===== config.mk =====
export PLATFORM = sky130hd
export DESIGN_NAME = change_event_logger
export DESIGN_NICKNAME = d
export VERILOG_FILES = /design/src/rtl/change_event_logger_pkg.sv /design/src/rtl/evlog_fifo.sv /design/src/rtl/change_event_logger.sv
export SDC_FILE = /design/constraint.sdc
export NUM_CORES = 1
export LEC_CHECK = 0
export BUFFER_PORTS_ARGS = -buffer_cell sky130_fd_sc_hd__buf_2
export CORE_UTILIZATION = 56
export DETAILED_ROUTE_END_ITERATION = 12
export PLACE_DENSITY = 0.84
export SYNTH_ARGS = -nofsm -noshare
export SYNTH_HDL_FRONTEND = slang
export SYNTH_HIERARCHICAL = 1
export SYNTH_SLANG_ARGS = --single-unit

===== constraint.sdc =====
create_clock -name clk -period 5 [get_ports clk]
set_clock_uncertainty 0.05 [all_clocks]
set_input_delay 0 -clock clk [delete_from_list [all_inputs] [get_ports clk]]
set_output_delay 0 -clock clk [all_outputs]
set_load 0.005 [all_outputs]

===== src/rtl/change_event_logger_pkg.sv =====
// Shared constants and helpers for the change-event logger.
// The optional drop counter is controlled by CHANGE_EVENT_LOGGER_DROP_CNT_EN.
package change_event_logger_pkg;

  localparam int MASK_A       = 0;
  localparam int MASK_B       = 1;
  localparam int DEF_WIDTH    = 2;
  localparam int DEF_TS_WIDTH = 16;
  localparam int DEF_DEPTH    = 8;
  localparam int DROP_CNT_W   = 8;

  // Saturating increment used by the drop counter.
  function automatic logic [DROP_CNT_W-1:0] sat_inc(input logic [DROP_CNT_W-1:0] v);
    return (&v) ? v : v + 1'b1;
  endfunction

endpackage


===== src/rtl/evlog_fifo.sv =====
// Show-ahead FIFO with asynchronous reset; head entry is driven straight from storage.
// A push while full is only accepted when a pop frees the head slot in the same cycle.
module evlog_fifo #(
  parameter int W     = 8,
  parameter int DEPTH = 8,
  localparam int AW   = $clog2(DEPTH)
) (
  input  logic          clk,
  input  logic          rst,
  input  logic          push,
  input  logic          pop,
  input  logic [W-1:0]  din,
  output logic [W-1:0]  dout,
  output logic          full,
  output logic          empty,
  output logic [AW:0]   level
);

  localparam logic [AW:0] FULL_CNT = (AW+1)'(DEPTH);

  logic [W-1:0]  mem [DEPTH];
  logic [AW-1:0] wr_ptr;
  logic [AW-1:0] rd_ptr;
  logic [AW:0]   count;
  logic          wr_en;
  logic          rd_en;

  assign full  = (count == FULL_CNT);
  assign empty = (count == '0);
  assign level = count;
  assign dout  = mem[rd_ptr];

  assign rd_en = pop && !empty;
  assign wr_en = push && (!full || rd_en);

  always_ff @(posedge clk or posedge rst) begin
    if (rst) begin
      for (int i = 0; i < DEPTH; i++) mem[i] <= '0;
      wr_ptr <= '0;
      rd_ptr <= '0;
      count  <= '0;
    end else begin
      if (wr_en) begin
        mem[wr_ptr] <= din;
        wr_ptr      <= wr_ptr + 1'b1;
      end
      if (rd_en) rd_ptr <= rd_ptr + 1'b1;
      case ({wr_en, rd_en})
        2'b10:   count <= count + 1'b1;
        2'b01:   count <= count - 1'b1;
        default: count <= count;
      endcase
    end
  end

endmodule


===== src/rtl/change_event_logger.sv =====
// Detects changes on two buses, timestamps them and queues events for a valid/ready consumer.
// Define CHANGE_EVENT_LOGGER_DROP_CNT_EN to build the saturating dropped-event counter.
module change_event_logger
  import change_event_logger_pkg::*;
#(
  parameter int WIDTH    = DEF_WIDTH,
  parameter int TS_WIDTH = DEF_TS_WIDTH,
  parameter int DEPTH    = DEF_DEPTH
) (
  input  logic                    clk,
  input  logic                    rst,
  input  logic [WIDTH-1:0]        a_in,
  input  logic [WIDTH-1:0]        b_in,
  // ev_valid/ev_ready: the head event transfers on any edge where both are high;
  // ev_valid never depends on ev_ready, and ev_* are meaningless while ev_valid is low.
  output logic                    ev_valid,
  input  logic                    ev_ready,
  output logic [WIDTH-1:0]        ev_a,
  output logic [WIDTH-1:0]        ev_b,
  output logic [1:0]              ev_mask,
  output logic [TS_WIDTH-1:0]     ev_ts,
  output logic [$clog2(DEPTH):0]  level,
  output logic                    overflow,
  input  logic                    clr_ovf,
  output logic [DROP_CNT_W-1:0]   drop_cnt
);

  localparam int EW = 2*WIDTH + 2 + TS_WIDTH;

  logic [WIDTH-1:0]    a_q;
  logic [WIDTH-1:0]    b_q;
  logic                armed;
  logic [TS_WIDTH-1:0] ts_cnt;
  logic [1:0]          mask;
  logic                change;
  logic                pop;
  logic                drop;
  logic                fifo_full;
  logic                fifo_empty;
  logic [EW-1:0]       fifo_din;
  logic [EW-1:0]       fifo_dout;

  // Until the first sample is taken both buses count as changed.
  always_comb begin
    mask         = 2'b00;
    mask[MASK_A] = (a_in != a_q);
    mask[MASK_B] = (b_in != b_q);
    if (!armed) mask = 2'b11;
  end

  assign change   = |mask;
  assign ev_valid = !fifo_empty;
  assign pop      = ev_valid && ev_ready;
  assign drop     = change && fifo_full && !pop;
  assign fifo_din = {a_in, b_in, mask, ts_cnt};
  assign {ev_a, ev_b, ev_mask, ev_ts} = fifo_dout;

  always_ff @(posedge clk or posedge rst) begin
    if (rst) begin
      a_q    <= '0;
      b_q    <= '0;
      armed  <= 1'b0;
      ts_cnt <= '0;
    end else begin
      a_q    <= a_in;
      b_q    <= b_in;
      armed  <= 1'b1;
      ts_cnt <= ts_cnt + 1'b1;
    end
  end

  // A drop in the same cycle as a clear leaves the flag set.
  always_ff @(posedge clk or posedge rst) begin
    if (rst)          overflow <= 1'b0;
    else if (drop)    overflow <= 1'b1;
    else if (clr_ovf) overflow <= 1'b0;
  end

`ifdef CHANGE_EVENT_LOGGER_DROP_CNT_EN
  logic [DROP_CNT_W-1:0] drop_cnt_q;

  always_ff @(posedge clk or posedge rst) begin
    if (rst)          drop_cnt_q <= '0;
    else if (drop)    drop_cnt_q <= clr_ovf ? DROP_CNT_W'(1) : sat_inc(drop_cnt_q);
    else if (clr_ovf) drop_cnt_q <= '0;
  end

  assign drop_cnt = drop_cnt_q;
`else
  assign drop_cnt = '0;
`endif

  evlog_fifo #(
    .W     (EW),
    .DEPTH (DEPTH)
  ) u_fifo (
    .clk   (clk),
    .rst   (rst),
    .push  (change),
    .pop   (pop),
    .din   (fifo_din),
    .dout  (fifo_dout),
    .full  (fifo_full),
    .empty (fifo_empty),
    .level (level)
  );

endmodule

# Yosys cells after proc, flatten, opt, wreduce, memory -nomap -nowiden
# Index checks and enable logic that the tools add are counted.
[word_totals]
mem_count = 0
ramBits = 0
wordCells = 55
reg_bits = 208
romBits = 0
latch_bits = 0
[op_classes]
n_bitwise = 2
magnitude_cmp = 3
shifts = 0
eq_ne = 5
div = 0
mul = 0
n_mux = 10
addsub = 5
n_reduce_logical = 14
[op_table]
columns = ["op", "count"]
rows = [
  ["176-bit bitwise mux", 1],
  ["22-bit binary-select mux with 3-bit select", 1],
  ["22-bit demux with 3-bit select", 1],
  ["22-bit two-way mux", 3],
  ["16-bit by 1-bit adder with 16-bit output, second input constant", 1],
  ["4-bit greater-or-equal comparator, second input constant", 2],
  ["3-bit NOT with 4-bit output", 2],
  ["4-bit case mux with 2 select lines", 1],
  ["3-bit by 1-bit adder with 3-bit output, second input constant", 2],
  ["1-bit logical AND", 6],
  ["4-bit by 1-bit adder with 4-bit output, second input constant", 1],
  ["4-bit == test, second input constant", 1],
  ["4-bit zero test", 1],
  ["4-bit by 1-bit less-than comparator with 1-bit output, second input constant", 1],
  ["2-bit inequality test", 2],
  ["2-bit nonzero test", 2],
  ["4-bit by 1-bit subtractor with 4-bit output, second input constant", 1],
  ["1-bit zero test", 3],
  ["2-bit by 1-bit == test with 1-bit output, second input constant", 1],
  ["2-bit == test, second input constant", 1],
  ["1-bit two-way mux", 2],
  ["2-bit two-way mux", 1],
  ["2-bit OR reduction", 1],
  ["1-bit logical OR", 1],
]

# Depth between registers and ports, before layout
# Gate-level depths: netlist of the first run.
[depth]
ltp_word = 8
depth_mapped = 11
depth_no_buf = 10

# Cells and area by module
# The synthesis of the first run kept the hierarchy.
[modules_own_cells]
columns = ["mod", "cells_per_inst", "instances", "area_per_inst_um2", "seq_area_each_um2"]
rows = [
  ["evlog_fifo", 516, 1, 8662.1, 4654.5],
  ["change_event_logger", 92, 1, 1047.3, 550.5],
]

# Worst setup path before layout of the first run
# Ideal clock, no wire load.
[synth_timing]
kind = "reg2reg"
start = "register u_fifo.count[0] (netlist: u_fifo/level[0])"
end = "register u_fifo.count[3] (netlist: u_fifo/level[3])"
n_path_buf = 1
path_stages_with_launch = 12
t_arrival_ns = 2.924
slack_ns = 1.892
path_cell_list = "dfrtp_1 nor4_1 nand2b_1 inv_1 buf_2 o41ai_1 inv_1 ha_1 ha_1 or4b_2 o311ai_0 o211ai_1"
[synth_via]
elab_chain_len = 8
[synth_rtl]
columns = ["item", "line_no", "source"]
rows = [
  ["from (decl)", "evlog_fifo.sv:24", "logic [AW:0] count;"],
  ["from (signal assigned)", "evlog_fifo.sv:49", "2'b10: count <= count + 1'b1;"],
  ["from (signal assigned)", "evlog_fifo.sv:50", "2'b01: count <= count - 1'b1;"],
  ["from (signal assigned)", "evlog_fifo.sv:51", "default: count <= count;"],
  ["4-bit zero test *", "evlog_fifo.sv:29", "assign empty = (count == '0);"],
  ["via fifo_empty", "change_event_logger.sv:39", "logic fifo_empty;"],
  ["1-bit zero test *", "change_event_logger.sv:52", "assign ev_valid = !fifo_empty;"],
  ["1-bit logical AND *", "change_event_logger.sv:53", "assign pop = ev_valid && ev_ready;"],
  ["via pop", "change_event_logger.sv:36", "logic pop;"],
  ["1-bit logical AND *", "evlog_fifo.sv:33", "assign rd_en = pop && !empty;"],
  ["via u_fifo.rd_en", "evlog_fifo.sv:26", "logic rd_en;"],
  ["1-bit logical OR", "evlog_fifo.sv:34", "assign wr_en = push && (!full || rd_en);"],
  ["1-bit logical AND", "evlog_fifo.sv:34", ""],
  ["2-bit by 1-bit == test with 1-bit output or 2-bit == test (tied branches)", "evlog_fifo.sv:48", "case ({wr_en, rd_en})"],
  ["4-bit case mux with 2 select lines or 2-bit nonzero test (tied branches)", "-", ""],
]
# The timed path passes the listed nets; every way through them passes the cells marked *.
# A chain may end at the register's enable or synchronous reset.

# Worst setup path after layout of the first run
[layout_timing]
start = "register u_fifo.count[0] (netlist: u_fifo/level[0])"
end = "register u_fifo.count[3] (netlist: u_fifo/level[3])"
[layout_via]
elab_chain_len = 8
[layout_rtl]
columns = ["item", "line_no"]
rows = [
  ["4-bit zero test", "evlog_fifo.sv:29"],
  ["1-bit zero test", "evlog_fifo.sv:33, change_event_logger.sv:52"],
  ["1-bit logical AND", "change_event_logger.sv:53"],
  ["1-bit logical AND", "evlog_fifo.sv:33"],
  ["1-bit logical OR", "evlog_fifo.sv:34"],
  ["1-bit logical AND", "evlog_fifo.sv:34"],
  ["2-bit by 1-bit == test with 1-bit output or 2-bit == test (tied branches)", "evlog_fifo.sv:48"],
  ["4-bit case mux with 2 select lines or 2-bit nonzero test (tied branches)", "-"],
]
# Parallel ways exist; a longest one is shown, timed or not.

==> impl_metrics.py, run 1 <==
metrics = {
    "outcome": {
        "status": "finished, final reports clean",
    },
    "setup_path": {
        "cpMostUsedCell": "ha_1",
        "crit_family": "simple AND/OR/NAND/NOR gates",
        "worstSetupStartpointType": "flop",
        "arrival_ns": 4.00,
        "cp_cell_sequence": "or4b_1 -> o21ai_1 -> ha_1 -> ha_1 -> or4b_2 -> o311ai_0 -> o211ai_1",
        "criticalPathCategory": "flop to flop",
        "crit_fanout": 11,
        "slowest_delay_ns": 0.93,
        "crit_required_ns": 5.32,
        "worst-path-buf-inv": 0,
        "cp_slowest_cell": "or4b_1",
        "cp-end-kind": "flop",
    },
    "synthesis": {
        "syn-cell-area_sq_um": 9710,
        "synth_largest_area_cell": "dfrtp_1",
        "yosysUniqueCellTypes": 44,
        "ys.flop_type": "dfrtp_1",
        "syn_area_per_cell_sq_um": 16.0,
        "synthArstFlopShare": 1.00,
        "synthTopCellsByArea": "dfrtp_1, mux2_2, mux4_2",
        "synth_warnings": 6,
        "yosys.area.top_type_share": 0.536,
        "synth_edf_count": 0,
        "yosysSeqAreaShare": 0.536,
        "synth.ff_latch_count": 208,
        "syn_inst": 608,
    },
    "floorplan": {
        "die_h_microns": 134,
        "core_sq_um": 16800,
        "die-area_sq_um": 17900,
        "die_w_microns": 134,
        "io_pins": 44,
        "start_util": 0.579,
        "rows": 47,
    },
    "timing": {
        "period_share": 0.737,
        "max_clock_freq_mhz": 271,
        "fin_crit_ns": 3.68,
        "rsz0062_at_grt": "false",
        "setup_viol": 0,
        "slew_headroom": 0.237,
        "finalHoldViolCount": 0,
        "tightestPinTransition_ns": 1.14,
        "finalSetupTns_ns": 0,
        "slew_viol_final": 0,
    },
    "cells_and_area": {
        "drive_gt1_frac": 0.467,
        "seqCellArea_sq_um": 5210,
        "diodes": 0,
        "final_common_cell": "dfrtp_1",
        "multi_input_area_sq_um": 4180,
        "area_growth_pct": 10.2,
        "layout_common_cells": "dfrtp_1, mux2_2, mux4_2",
        "filler_cell_count": 1154,
        "nets": 661,
    },
    "drt": {
        "final_antenna_net_count": 0,
        "via_count": 5329,
        "drt-initial-drc-count": 332,
        "firstDrtPassIters": 4,
        "vias_per_cell": 6.06,
        "wire_per_inst_microns": 22.1,
        "drc_errors": 0,
        "drt_wl_total_microns": 19500,
    },
    "run": {
        "max_cap_violations": 0,
    },
    "clocking": {
        "post_cts_resized": 0,
        "numCtsBuffers": 22,
        "postCtsSetupBuffers": 0,
        "cts_buffer_depth": 3,
        "cts_tree": "built",
        "ctsHtreeMaxLevel": 1,
        "clkSinkCount": 208,
        "clk_pin_slew_ns": 0.06,
        "cts_root_buf": "clkbuf_16",
        "clk_latency_ns": 0.50,
    },
    "power": {
        "power_density_nw_per_um2": 569,
        "leakage_nw": 4.74,
        "ir_worst_vdd_v": 0.000381,
        "power_mw": 6.09,
    },
    "global_route": {
        "grt_pass1_vias": 6096,
        "grt_pass1_wl_microns": 32400,
        "grt_max_degree": 160,
        "grt.total_usage": 0.236,
        "overflow": 0,
        "antenna_found_initial": 0,
    },
    "placed_design": {
        "dpl.hpwl_microns": 11500,
        "gp_congestion": 0.857,
        "io_buffers": 35,
    },
    "worst_hold_path": {
        "hp-class": "input port to asynchronous set/reset pin",
    },
}
==> flip-flops by register name, summed over array words and instances, names as in the netlist <==
name,cells
armed,1
u_fifo/level,4
b_q,2
overflow,1
u_fifo/wr_ptr,3
ts_cnt,16
u_fifo/mem,176
u_fifo/rd_ptr,3
a_q,2
==> kinds of logic after synthesis <==
| logic type | Yosys count | synth area share |
|---|---|---|
| AO/OA/AOI/OAI | 19 | 0.0256 |
| XOR/XNOR | 24 | 0.0216 |
| adder cells (fa/ha/maj) | 7 | 0.00979 |
| buffers and inverters | 53 | 0.0369 |
| flip-flops | 208 | 0.536 |
| multiplexers | 245 | 0.335 |
| other | 2 | 0.000773 |
| AND/OR/NAND/NOR | 50 | 0.0342 |
==> cells in the mapped netlist, drive strengths merged (3+ instances only) <==
library cell / instances
mux2: 200
mux4: 44
nand3: 8
inv: 14
o211ai: 5
ha: 6
clkbuf: 3
xnor2: 14
o2111ai: 4
a21oi: 3
buf: 36
nand2: 10
xor2: 10
nand4: 7
nor2b: 4
nor3b: 3
dfrtp: 208
nor4: 5
o21ai: 3
==> through the flow <==
| stage | hold WS (ns) | instance area [sq um] | util | instances | setup slack, ns |
|---|---|---|---|---|---|
| global placement | 0.0530 | 9940 | 0.593 | 835 | 1.55 |
| finish | 0.102 | 10700 | 0.638 | 880 | 1.32 |
| CTS | 0.110 | 10700 | 0.638 | 880 | 1.33 |
| floorplan | -0.0608 | 9740 | - | 615 | 1.89 |
| global route | 0.159 | 10700 | 0.638 | 880 | 1.16 |
| detailed placement | 0.0779 | 9940 | 0.593 | 835 | 1.34 |
==> where the power goes <==
group | switching [mW] | total, mW | internal [mW]
registers | 0.410 | 2.52 | 2.11
clock network | 0.628 | 1.54 | 0.913
logic | 0.877 | 2.03 | 1.15
total | 1.92 | 6.09 | 4.17
==> worst paths after layout <==
kind	start	endpoint	slack (ns)	depth (start not counted)
setup / recovery	u_fifo/level[0]	u_fifo/level[3]	1.32	7
setup reg to reg	u_fifo/level[0]	u_fifo/level[3]	1.32	7
min in group clk	b_in[1]	b_q[1]	0.22	2
hold / removal	rst	u_fifo/mem[106]	0.10	3
hold reg to reg	u_fifo/mem[41]	u_fifo/mem[41]	0.44	1
max in group asynchronous	rst	u_fifo/mem[4]	3.55	4
==> tightest hold or removal path: cells and delay by family <==
| kind | cells | cell delay, ns |
|---|---|---|
| buffers and inverters | 3 | 1.11 |
==> final cells by class <==
class                   count  area share
flip-flops and latches    208       0.487
multi-input cells         354       0.391
clock buffers              34      0.0623
repair buffers             46      0.0269
well taps                 220      0.0257
inverters                  14     0.00526
clock inverters             4     0.00210
==> what timing repair did <==
action,4_1_cts,5_1_grt
endpoints found under the hold margin,86,0
setup endpoints to repair,0,0
hold buffers,7,0
==> routing by layer <==
layer  wire, microns  track usage
met4             536       0.0915
met2           10100        0.410
met1            8250        0.300
met3             621       0.0331
met5               0            0
(Power assumes the default switching activity.)
==> run 2: changes to the inputs <==
Clock period 5 ns to 3.37 ns, I/O delays scaled along.
==> impl_metrics.py, run 2 (same netlist as run 1, synthesis figures left out) <==
metrics = {
    "outcome": {
        "status": "finished, final reports clean",
    },
    "timing": {
        "tightestPinTransition_ns": 1.10,
        "rsz0062_at_grt": "false",
        "slew_viol_final": 0,
        "period_share": 0.962,
        "max_clock_freq_mhz": 309,
        "finalSetupTns_ns": 0,
        "fin_crit_ns": 3.24,
        "slew_headroom": 0.263,
        "finalHoldViolCount": 0,
        "setup_viol": 0,
    },
    "power": {
        "power_mw": 9.23,
        "power_density_nw_per_um2": 848,
        "leakage_nw": 4.83,
        "ir_worst_vdd_v": 0.000525,
    },
    "drt": {
        "drt-initial-drc-count": 248,
        "wire_per_inst_microns": 21.3,
        "firstDrtPassIters": 4,
        "vias_per_cell": 5.93,
        "drt_wl_total_microns": 19000,
        "final_antenna_net_count": 0,
        "via_count": 5297,
        "drc_errors": 0,
    },
    "clocking": {
        "numCtsBuffers": 21,
        "clkSinkCount": 208,
        "clk_latency_ns": 0.49,
        "postCtsSetupBuffers": 0,
        "cts_buffer_depth": 3,
        "ctsHtreeMaxLevel": 1,
        "clk_pin_slew_ns": 0.06,
        "cts_tree": "built",
        "cts_root_buf": "clkbuf_16",
    },
    "setup_path": {
        "arrival_ns": 3.55,
        "cp_slowest_cell": "or4b_2",
        "crit_fanout": 9,
        "cp_cell_sequence": "nor4_2 -> nand2b_1 -> inv_1 -> o21ai_1 -> ha_2 -> ha_1 -> or4b_2 -> o311ai_0 -> o211ai_1",
        "crit_required_ns": 3.67,
        "criticalPathCategory": "flop to flop",
        "worstSetupStartpointType": "flop",
        "slowest_delay_ns": 0.69,
        "cp-end-kind": "flop",
    },
    "global_route": {
        "grt_pass1_wl_microns": 31700,
        "grt.total_usage": 0.230,
        "grt_max_degree": 123,
        "antenna_found_initial": 0,
        "overflow": 0,
        "grt_pass1_vias": 5984,
    },
    "cells_and_area": {
        "nets": 675,
        "fin_util": 0.649,
        "largest_register_ffs": 176,
        "area_growth_pct": 12.0,
        "diodes": 0,
        "layout_common_cells": "dfrtp_1, mux2_2, mux4_2",
        "final_common_cell": "dfrtp_1",
        "filler_cell_count": 1148,
        "drive_gt1_frac": 0.481,
        "final_cells": 894,
        "top_register": "u_fifo/mem",
    },
    "run": {
        "max_cap_violations": 0,
    },
    "floorplan": {
        "core_sq_um": 16800,
        "io_pins": 44,
        "start_util": 0.579,
        "die_h_microns": 134,
        "die-area_sq_um": 17900,
        "die_w_microns": 134,
        "rows": 47,
    },
    "placed_design": {
        "placed_cells": 849,
        "io_buffers": 35,
        "dpl.hpwl_microns": 12000,
        "gp_congestion": 0.814,
    },
    "worst_hold_path": {
        "hp-class": "input port to asynchronous set/reset pin",
    },
}
[run 2: changes by cell type in the layout (fill, tap and decap cells not counted), moves of 2 or more]
cell	delta
buf_12	+2
clkbuf_16	-2
buf_4	+12
bufinv_16	+3
[run 2: path summary, 6_finish.rpt]
kind	startpoint	end	slack (ns)	cells past startpoint
worst max-delay path	u_fifo/level[0]	u_fifo/level[3]	0.13	9
min in group clk	b_in[1]	b_q[1]	0.23	2
max in group asynchronous	rst	u_fifo/mem[118]	2.43	4
worst max register to register	u_fifo/level[0]	u_fifo/level[3]	0.13	9
worst min-delay path	rst	u_fifo/mem[18]	0.21	4
worst min register to register	u_fifo/mem[43]	u_fifo/mem[43]	0.44	1
[run 2: through the flow]
stage	cell area, sq um	hold WS [ns]	setup WS (ns)
after global placement	10100	0.168	0.432
after detailed placement	10100	0.178	0.0916
final	10900	0.212	0.129
after global routing	10900	0.232	0.0185
after floorplan	9740	-0.0608	0.262
after CTS	10900	0.213	0.0769
[run 2: power breakdown]
part,switching [mW],internal [mW],total (mW)
registers,0.475,3.14,3.61
clock network,0.895,1.51,2.40
logic,1.43,1.78,3.22
[run 2: timing repair]
action                                  in CTS  in global routing
endpoints found under the setup margin       0                  1
hold endpoints to repair                   246                  0
hold buffers                                 8                  0
resized for setup                            0                  2
[run 2: metal layers]
metal  global-route usage  part of all wire  up-vias
met1                0.299              0.42     2814
met2                0.402              0.53      105
met3               0.0289             0.036       29
met4               0.0751             0.021        0
li1                     -                 -     2349
met5                    0                 0        -
[run 2: layout make-up]
class | instances | area [sq um] | area share
inverter | 14 | 56.3 | 0.00518
clock inverter | 5 | 100 | 0.00920
clock buffer | 32 | 627 | 0.0576
multi-input combinational | 354 | 4190 | 0.385
sequential | 208 | 5210 | 0.479
timing repair buffer | 61 | 428 | 0.0393
tap | 220 | 275 | 0.0253
[run 2: critical path: cells and delay by family (launching register included)]
family                     cells  cell delay, ns
adders and majority gates      2            0.66
and+or+nand+nor                3            1.24
buffers and inverters          1            0.08
DFF                            1            0.48
AOI/OAI and AO/OA              3            0.61
==> run 3: changes to the inputs <==
Settings changed: CORE_ASPECT_RATIO from default to 2.
==> impl_metrics.py, run 3 (same netlist as run 1, synthesis figures left out) <==
metrics = {
    "outcome": {
        "status": "finished, final reports clean",
    },
    "cells_and_area": {
        "drive_gt1_frac": 0.473,
        "layout_common_cells": "dfrtp_1, mux2_2, mux4_2",
        "area_growth_pct": 9.68,
        "nets": 667,
        "final_cells": 869,
        "fin_util": 0.632,
        "final_common_cell": "dfrtp_1",
        "largest_register_ffs": 176,
        "fin_area_sq_um": 10600,
        "diodes": 0,
        "top_register": "u_fifo/mem",
    },
    "floorplan": {
        "core_sq_um": 16800,
        "io_pins": 44,
        "start_util": 0.576,
        "die_w_microns": 95.1,
        "die-area_sq_um": 17900,
        "rows": 67,
        "die_h_microns": 188,
    },
    "drt": {
        "vias_per_cell": 6.10,
        "firstDrtPassIters": 4,
        "via_count": 5300,
        "final_antenna_net_count": 0,
        "drt_wl_total_microns": 19500,
        "drt-initial-drc-count": 199,
        "wire_per_inst_microns": 22.4,
        "drc_errors": 0,
    },
    "timing": {
        "worst_slack_ns": 0.169,
        "max_clock_freq_mhz": 312,
        "fin_crit_ns": 3.20,
        "period_share": 0.950,
        "setup_viol": 0,
        "slew_viol_final": 0,
        "whs_ns": 0.191,
        "slew_headroom": 0.287,
        "finalHoldViolCount": 0,
        "tightestPinTransition_ns": 1.06,
        "finalSetupTns_ns": 0,
        "rsz0062_at_grt": "false",
    },
    "power": {
        "leakage_nw": 4.73,
        "p_sw_mw": 2.80,
        "power_density_nw_per_um2": 828,
        "p_seq_frac": 0.416,
        "power_mw": 8.82,
        "comb_power_share": 0.355,
        "swShare": 0.317,
        "ir_worst_vdd_v": 0.000522,
        "power.internal_mw": 6.02,
        "clkPwrFrac": 0.229,
    },
    "setup_path": {
        "cp_cell_sequence": "or4b_1 -> o21ai_1 -> ha_1 -> ha_1 -> or4b_2 -> o311ai_0 -> o211ai_1",
        "slowest_delay_ns": 0.64,
        "rr_endpoint": "u_fifo/level[3]",
        "reg2reg_slack_ns": 0.17,
        "crit_start": "u_fifo/level[0]",
        "reg2regPathDepth": 7,
        "crit_end": "u_fifo/level[3]",
        "criticalPathCategory": "flop to flop",
        "crit_fanout": 9,
        "arrival_ns": 3.49,
        "cp_slowest_cell": "or4b_2",
        "crit_required_ns": 3.66,
        "worstSetupStartpointType": "flop",
        "cp-end-kind": "flop",
        "regToRegStartpoint": "u_fifo/level[0]",
        "cpMostUsedCell": "ha_1",
    },
    "placed_design": {
        "gp_congestion": 0.782,
        "dp_slack_ns": 0.227,
        "placed_area_sq_um": 10000,
        "dpl.hpwl_microns": 12100,
        "placed_cells": 832,
        "io_buffers": 35,
    },
    "global_route": {
        "grt_max_degree": 89,
        "grt_pass1_vias": 6022,
        "overflow": 0,
        "grt.total_usage": 0.238,
        "grt_pass1_wl_microns": 32200,
        "antenna_found_initial": 0,
    },
    "clocking": {
        "cts_tree": "built",
        "ctsHtreeMaxLevel": 1,
        "numCtsBuffers": 18,
        "clk_latency_ns": 0.48,
        "clk_pin_slew_ns": 0.07,
        "clkSinkCount": 208,
        "cts_root_buf": "clkbuf_16",
        "cts_buffer_depth": 3,
    },
    "run": {
        "max_cap_violations": 0,
    },
    "worst_hold_path": {
        "hp-class": "input port to asynchronous set/reset pin",
    },
}
-- run 3: cell count changes in the layout (fill, tap and decap cells not counted), sizes merged --
cell	change
bufinv	-2
dlygate4sd3	-1
clkinv	+2
clkbuf	-7
buf	-4
-- run 3: worst min path at each step --
| stage | start | endpoint | slack [ns] | depth (start not counted) |
|---|---|---|---|---|
| after detailed placement | rst | u_fifo/mem[149] | 0.15 | 2 |
| final | rst | u_fifo/mem[105] | 0.19 | 3 |
| after global placement | rst | u_fifo/mem[168] | 0.13 | 2 |
| after CTS | rst | u_fifo/mem[149] | 0.21 | 3 |
| after global routing | rst | u_fifo/mem[39] | 0.23 | 3 |
| after floorplan | rst | a_q[0] | -0.06 | 1 |
-- run 3: area by class of cell --
class	instances	area (sq um)
fillers	1165	6200
clock buffers	25	518
multi-input cells	354	4180
clock inverters	5	50.0
inverters	14	56.3
flip-flops and latches	208	5210
repair buffers	56	375
well taps	207	259
-- run 3: routing by layer --
layer,vias up,track usage,part of all wire
met1,2821,0.299,0.38
li1,2326,-,-
met5,-,0,0
met2,113,0.414,0.56
met4,0,0.0874,0.027
met3,40,0.0287,0.034
-- run 3: timing repair --
action | in CTS | in global routing
hold buffers | 7 | 0
hold endpoints to repair | 95 | 0
setup endpoints to repair | 0 | 1
setup buffers | 0 | 0
resized for setup | 0 | 1
-- run 3: power groups by stage --
stage	registers [mW]	clock network (mW)	logic (mW)
final	3.67	2.02	3.13
after global routing	3.76	2.17	3.33
after CTS	3.67	2.07	3.17
after detailed placement	3.71	0	3.14
after global placement	3.63	0	3.03
after floorplan	3.43	0	2.57
-- run 3: worst max-delay path, delay by kind of cell (launching register included) --
family,cells,cell delay (ns)
compound gates,3,0.57
simple gates,2,1.24
flops,1,0.47
fa+ha+maj,2,0.72
